File: config.mk
export PLATFORM = sky130hd
export DESIGN_NAME = spi_master_byte
export DESIGN_NICKNAME = d
export VERILOG_FILES = /design/src/rtl/spi_pkg.sv /design/src/rtl/spi_clk_div.sv /design/src/rtl/spi_master_byte.sv
export SDC_FILE = /design/constraint.sdc
export NUM_CORES = 1
export LEC_CHECK = 0
export BUFFER_PORTS_ARGS = -buffer_cell sky130_fd_sc_hd__buf_2
export CORE_UTILIZATION = 42
export CTS_BUF_LIST = sky130_fd_sc_hd__clkbuf_2 sky130_fd_sc_hd__clkbuf_4 sky130_fd_sc_hd__clkbuf_8
export CTS_CLUSTER_DIAMETER = 80
export DETAILED_ROUTE_END_ITERATION = 8
export PLACE_DENSITY = 0.72
export SYNTH_ARGS = -nofsm -noshare
export SYNTH_HDL_FRONTEND = slang
export SYNTH_HIERARCHICAL = 1
export SYNTH_SLANG_ARGS = --single-unit
File: constraint.sdc
create_clock -name sysClk -period 4.9 [get_ports sysClk]
set_input_delay 1.47 -clock sysClk [delete_from_list [all_inputs] [get_ports sysClk]]
set_output_delay 1.47 -clock sysClk [all_outputs]
set_load 0.01 [all_outputs]
File: src/rtl/spi_pkg.sv
// -----------------------------------------------------------------------------
// spi_pkg
// Shared definitions for the SPI mode 3 byte master.
//   - spi_state_e : transaction FSM encoding
//   - SPI_BITS    : bits per transaction
//   - SCLK_IDLE / SS_IDLE : mode 3 idle levels of the bus pins
//   - cnt_width() : counter width for a modulus (at least 1 bit)
// -----------------------------------------------------------------------------
package spi_pkg;

    localparam int unsigned SPI_BITS  = 8;
    localparam logic        SCLK_IDLE = 1'b1;
    localparam logic        SS_IDLE   = 1'b1;

    typedef enum logic [2:0] {
        ST_IDLE,
        ST_SETUP,
        ST_LOW,
        ST_HIGH,
        ST_HOLD,
        ST_GAP
    } spi_state_e;

    function automatic int unsigned cnt_width(input int unsigned n);
        return (n > 1) ? $clog2(n) : 1;
    endfunction

endpackage

File: src/rtl/spi_clk_div.sv
// -----------------------------------------------------------------------------
// spi_clk_div
// SCLK half-period counter. Counts 0..CLK_DIV-1 and raises `tick` on the
// last count; the count wraps to 0 on tick, so every FSM state change (which
// only happens on tick) restarts the half period from 0.
//   sysClk   : system clock
//   usrReset : synchronous active-high reset
//   clear    : hold the count at 0 (used while the FSM is idle)
//   tick     : high during the last cycle of a half period
// -----------------------------------------------------------------------------
module spi_clk_div
    import spi_pkg::*;
#(
    parameter int unsigned CLK_DIV = 8
) (
    input  logic sysClk,
    input  logic usrReset,
    input  logic clear,
    output logic tick
);

    localparam int unsigned          CNT_W    = cnt_width(CLK_DIV);
    localparam logic [CNT_W-1:0]     CNT_LAST = CNT_W'(CLK_DIV - 1);

    logic [CNT_W-1:0] r_cnt;

    assign tick = (r_cnt == CNT_LAST);

    always_ff @(posedge sysClk) begin
        if (usrReset || clear || tick) begin
            r_cnt <= '0;
        end else begin
            r_cnt <= r_cnt + 1'b1;
        end
    end

endmodule

File: src/rtl/spi_master_byte.sv
// -----------------------------------------------------------------------------
// spi_master_byte
// SPI mode 3 (CPOL=1, CPHA=1) master moving one byte per transaction,
// MSB first. A byte is accepted on txValid && txReady; SS, SCLK and MOSI are
// driven from registers, MISO is resynchronised and shifted into the same
// register that shifts the transmit byte out.
//   sysClk   in   system clock
//   usrReset in   synchronous active-high reset (abandons any transfer)
//   txValid  in   byte on `tx` is offered
//   txReady  out  idle, a byte is accepted this cycle
//   tx       in   byte to transmit, captured on accept
//   rxValid  out  one-cycle pulse, `rx` holds a new byte
//   rx       out  last received byte
//   SCLK     out  SPI clock, idles high
//   MOSI     out  master out, changes on SCLK falling edges, idles high
//   MISO     in   slave out, asynchronous, sampled on SCLK rising edges
//   SS       out  slave select, active low
// Parameter CLK_DIV: SCLK half period in sysClk cycles (4 or more).
// -----------------------------------------------------------------------------
module spi_master_byte
    import spi_pkg::*;
#(
    parameter int unsigned CLK_DIV = 8
) (
    input  logic                sysClk,
    input  logic                usrReset,
    input  logic                txValid,
    output logic                txReady,
    input  logic [SPI_BITS-1:0] tx,
    output logic                rxValid,
    output logic [SPI_BITS-1:0] rx,
    output logic                SCLK,
    output logic                MOSI,
    input  logic                MISO,
    output logic                SS
);

    localparam int unsigned      BIT_W    = cnt_width(SPI_BITS);
    localparam logic [BIT_W-1:0] BIT_LAST = BIT_W'(SPI_BITS - 1);

    spi_state_e          r_state;
    spi_state_e          w_next;

    logic                w_tick;
    logic                w_div_clear;
    logic                w_accept;
    logic                w_fall;
    logic                w_rise;
    logic                w_end;

    logic [SPI_BITS-1:0] r_shift;
    logic [SPI_BITS-1:0] r_rx;
    logic [BIT_W-1:0]    r_bit_cnt;
    logic                r_bit_done;
    logic                r_sclk;
    logic                r_ss;
    logic                r_mosi;
    logic                r_rxv;
    logic                r_miso_meta;
    logic                r_miso_sync;

    // The divider only needs holding while idle: all other state changes
    // happen on tick, which already wraps the count.
    assign w_div_clear = (r_state == ST_IDLE);

    spi_clk_div #(
        .CLK_DIV (CLK_DIV)
    ) u_clk_div (
        .sysClk   (sysClk),
        .usrReset (usrReset),
        .clear    (w_div_clear),
        .tick     (w_tick)
    );

    // MISO is asynchronous to sysClk.
    always_ff @(posedge sysClk) begin
        if (usrReset) begin
            r_miso_meta <= 1'b0;
            r_miso_sync <= 1'b0;
        end else begin
            r_miso_meta <= MISO;
            r_miso_sync <= r_miso_meta;
        end
    end

    always_ff @(posedge sysClk) begin
        if (usrReset) begin
            r_state <= ST_IDLE;
        end else begin
            r_state <= w_next;
        end
    end

    // The eighth rising edge enters HOLD directly, so HOLD doubles as the
    // last SCLK-high half period; this keeps SS low for exactly 17 half
    // periods and the byte period at 18*CLK_DIV+1.
    always_comb begin
        w_next   = r_state;
        w_accept = 1'b0;
        w_fall   = 1'b0;
        w_rise   = 1'b0;
        w_end    = 1'b0;
        txReady  = 1'b0;
        case (r_state)
            ST_IDLE: begin
                txReady = 1'b1;
                if (txValid) begin
                    w_accept = 1'b1;
                    w_next   = ST_SETUP;
                end
            end
            ST_SETUP: begin
                if (w_tick) begin
                    w_fall = 1'b1;
                    w_next = ST_LOW;
                end
            end
            ST_LOW: begin
                if (w_tick) begin
                    w_rise = 1'b1;
                    w_next = r_bit_done ? ST_HOLD : ST_HIGH;
                end
            end
            ST_HIGH: begin
                if (w_tick) begin
                    w_fall = 1'b1;
                    w_next = ST_LOW;
                end
            end
            ST_HOLD: begin
                if (w_tick) begin
                    w_end  = 1'b1;
                    w_next = ST_GAP;
                end
            end
            ST_GAP: begin
                if (w_tick) begin
                    w_next = ST_IDLE;
                end
            end
            default: begin
                w_next = ST_IDLE;
            end
        endcase
    end

    // Bus pins, shift register and bit counter. The bit counter counts
    // falling edges; the done flag marks that the last bit is on the wire.
    always_ff @(posedge sysClk) begin
        if (usrReset) begin
            r_sclk     <= SCLK_IDLE;
            r_ss       <= SS_IDLE;
            r_mosi     <= 1'b1;
            r_rxv      <= 1'b0;
            r_rx       <= '0;
            r_shift    <= '0;
            r_bit_cnt  <= '0;
            r_bit_done <= 1'b0;
        end else begin
            r_rxv <= w_end;
            if (w_accept) begin
                r_shift    <= tx;
                r_ss       <= ~SS_IDLE;
                r_bit_cnt  <= '0;
                r_bit_done <= 1'b0;
            end
            if (w_fall) begin
                r_sclk    <= ~SCLK_IDLE;
                r_mosi    <= r_shift[SPI_BITS-1];
                r_bit_cnt <= r_bit_cnt + 1'b1;
                if (r_bit_cnt == BIT_LAST) begin
                    r_bit_done <= 1'b1;
                end
            end
            if (w_rise) begin
                r_sclk  <= SCLK_IDLE;
                r_shift <= {r_shift[SPI_BITS-2:0], r_miso_sync};
            end
            if (w_end) begin
                r_ss   <= SS_IDLE;
                r_mosi <= 1'b1;
                r_rx   <= r_shift;
            end
        end
    end

    assign SCLK    = r_sclk;
    assign SS      = r_ss;
    assign MOSI    = r_mosi;
    assign rxValid = r_rxv;
    assign rx      = r_rx;

endmodule

==> results.toml <==
[synthesis]
syn_nets = 142
synth_cell_types = 32
synthCells = 126
syn_avg_cell_area_um2 = 10.1
seq_area_frac_synth_pct = 50.1
ys_seq_elements = 32
synth_area_um2 = 1280
ys_warn_count = 6

[sta]
drv_slew = 0
timing.slew.headroom_pct = 59.7
setup_viol = 0
period_needed_ns = 2.85
fin_crit_sh_pct = 58.2
hold_viol = 0
fin_tns_setup_ns = 0
worst_pin_slew_ns = 0.603
clock_skew_ns = 0.00277
fin_ws_ns = 2.05
max_freq_mhz = 350
rsz0062_at_grt = "false"

[routing]
ant_nets = 0
detail_route.wl_per_cell_um = 13.5
drt_iter0_markers = 33
via_count = 990
drt_pass1_iterations = 6
vias_per_cell = 5.56
drc = 8
wl_um = 2400

[clock_network]
root_buffer = "clkbuf_4"
clk_pin_slew_worst_paths_ns = 0.09
cts.sinks = 32
clockBufferDepth = 2
htree_levels = 2
tritoncts = "yes"
cts-resized-gates = 0
clk_latency_ns = 0.33
cts_made_buffers = 5
cts_hold_buf = 0
post-cts-setup-buffers = 0

[critical_path]
crit_path_max_fanout = 12
crit_path_end_kind = "output port"
crit_path_cell_trace = "nor3_1, buf_2"
crit_arrival_ns = 1.38
critPathMaxStageDelay_ns = 0.44
crit_slowest_cell = "dfxtp_1"
crit_type = "reg2out"
crit_required_ns = 3.43
cp-start-kind = "register"

[finish]
fillers = 259
diodes = 0
multi_input_area_um2 = 566
drive_gt1_share_pct = 25.2
layout_common_cells = "dfxtp_1, buf_2, nor3_1, nand2_1, a22o_1"
final_common_cell = "dfxtp_1"
seq_area_um2 = 641
fin_util_pct = 50.0
syn_to_final_growth_pct = 10.8
fin_cells = 178
fin_nets = 163

[placement]
dpl.cell_count = 171
portBuffers = 24
pre_cts_slack_ns = 2.36
place_congestion = 0.713
hpwl_um = 1620

[run_status]
violations = "design-rule violations"
status = "finished, violations left"

[floorplanning]
dieArea_um2 = 3270
pin_count = 25
core_area_um2 = 2830
rows = 19
die_y_um = 57.2
die_w_um = 57.2
start_util_pct = 45.2

[power]
power.density_nw_per_um2 = 314
cellLeakagePower_uw = 0.000593
peakVddDrop_uv = 121

[global_routing]
grt.overflow.total = 0
grt_util_all_layers_pct = 16.1
antenna_found_initial = 0
grt_pass1_wl_um = 4000
grt_start_max_net_pins = 24
grt_pass1_vias = 910

[job]
cap_violations = 0

[min_path]
hp-class = "reg2reg"
-- final cells by class --
cell class | instances | area share [%]
multi-input cells | 84 | 40.0
clock buffers | 6 | 3.18
clock inverters | 1 | 0.354
flip-flops and latches | 32 | 45.3
well taps | 31 | 2.74
repair buffers | 24 | 8.49
-- cells in the mapped netlist --
| cell type | count | area share (%) |
|---|---|---|
| buf_6 | 4 | 3.5 |
| nor4b_4 | 1 | 1.9 |
| a211oi_1 | 1 | 0.59 |
| o22ai_1 | 6 | 2.9 |
| a22oi_1 | 1 | 0.59 |
| and4bb_2 | 2 | 2.0 |
| buf_1 | 1 | 0.29 |
| or4b_4 | 1 | 1.1 |
| a211o_1 | 1 | 0.69 |
| a21oi_1 | 4 | 1.6 |
| nand3b_1 | 3 | 1.8 |
| nor2_2 | 1 | 0.49 |
| nand2_1 | 13 | 3.8 |
| a311oi_1 | 2 | 1.4 |
| and3b_2 | 1 | 0.78 |
| clkbuf_1 | 2 | 0.59 |
| buf_2 | 2 | 0.78 |
| nor4_1 | 1 | 0.49 |
| and4b_1 | 1 | 0.78 |
| nand2b_1 | 2 | 0.98 |
| clkbuf_2 | 1 | 0.39 |
| nor2b_1 | 3 | 1.5 |
| nand4_1 | 1 | 0.49 |
| nand3_1 | 5 | 2.0 |
| o21ai_0 | 1 | 0.39 |
| nor2_1 | 5 | 1.5 |
| nand4bb_1 | 1 | 0.88 |
| nor4b_1 | 2 | 1.4 |
| a22o_1 | 8 | 5.5 |
| dfxtp_1 | 32 | 50 |
| ha_1 | 4 | 3.9 |
| nor3_1 | 13 | 5.1 |
-- worst max-delay path, delay by kind of cell, from the launching register on --
family                 cells  cell delay (ns)
buffers and inverters      1             0.21
flip-flops                 1             0.44
AND/OR/NAND/NOR            1             0.41
-- metal layers --
layer  track usage (%)  routed length, um  up-vias  share of wire, %
met5                 0                  0        -                 0
met3              6.58                129        2               5.4
li1                  -                  -      505                 -
met4              8.36                 23        0              0.96
met2              26.2               1200       25                50
met1              18.0               1050      458                44
-- where the power goes --
part           switching (uW)  internal, uW
Clock                    83.4          58.3
Combinational            15.3          13.9
Sequential               6.39           268
Total                     105           340
-- state kept, by name, summed over array words and instances, names as in the netlist --
| signal | flops |
|---|---|
| r_miso_sync | 1 |
| r_miso_meta | 1 |
| r_shift | 8 |
| SS | 1 |
| MOSI | 1 |
| rx | 8 |
| r_state | 3 |
| r_bit_cnt | 3 |
| SCLK | 1 |
| rxValid | 1 |
| r_bit_done | 1 |
| u_clk_div/r_cnt | 3 |
-- worst paths after layout --
check                      from                 end  slack [ns]  cells past startpoint
max                  r_state[2]             txReady        2.05                      2
min          u_clk_div/r_cnt[0]  u_clk_div/r_cnt[0]        0.43                      1
max reg2reg  u_clk_div/r_cnt[0]               rx[1]        2.93                      5
min reg2reg  u_clk_div/r_cnt[0]  u_clk_div/r_cnt[0]        0.43                      1
-- per-stage QoR --
step	cell area (um2)	hold slack, ns	power (uW)
floorplan	1280	0.399	301
global placement	1370	0.408	308
detailed placement	1370	0.424	309
CTS	1420	0.436	449
global route	1420	0.443	465
finish	1420	0.430	445
-- cells by family (layout without fill, tap and decap cells) --
logic type      Yosys count  after routing  share of synthesized area [%]
fa+ha+maj                 4              4                           3.92
flops                    32             32                           50.1
buf+inv                  10             31                           5.58
compound gates           24             24                           13.6
simple gates             56             56                           26.7
(Power assumes the default switching activity.)
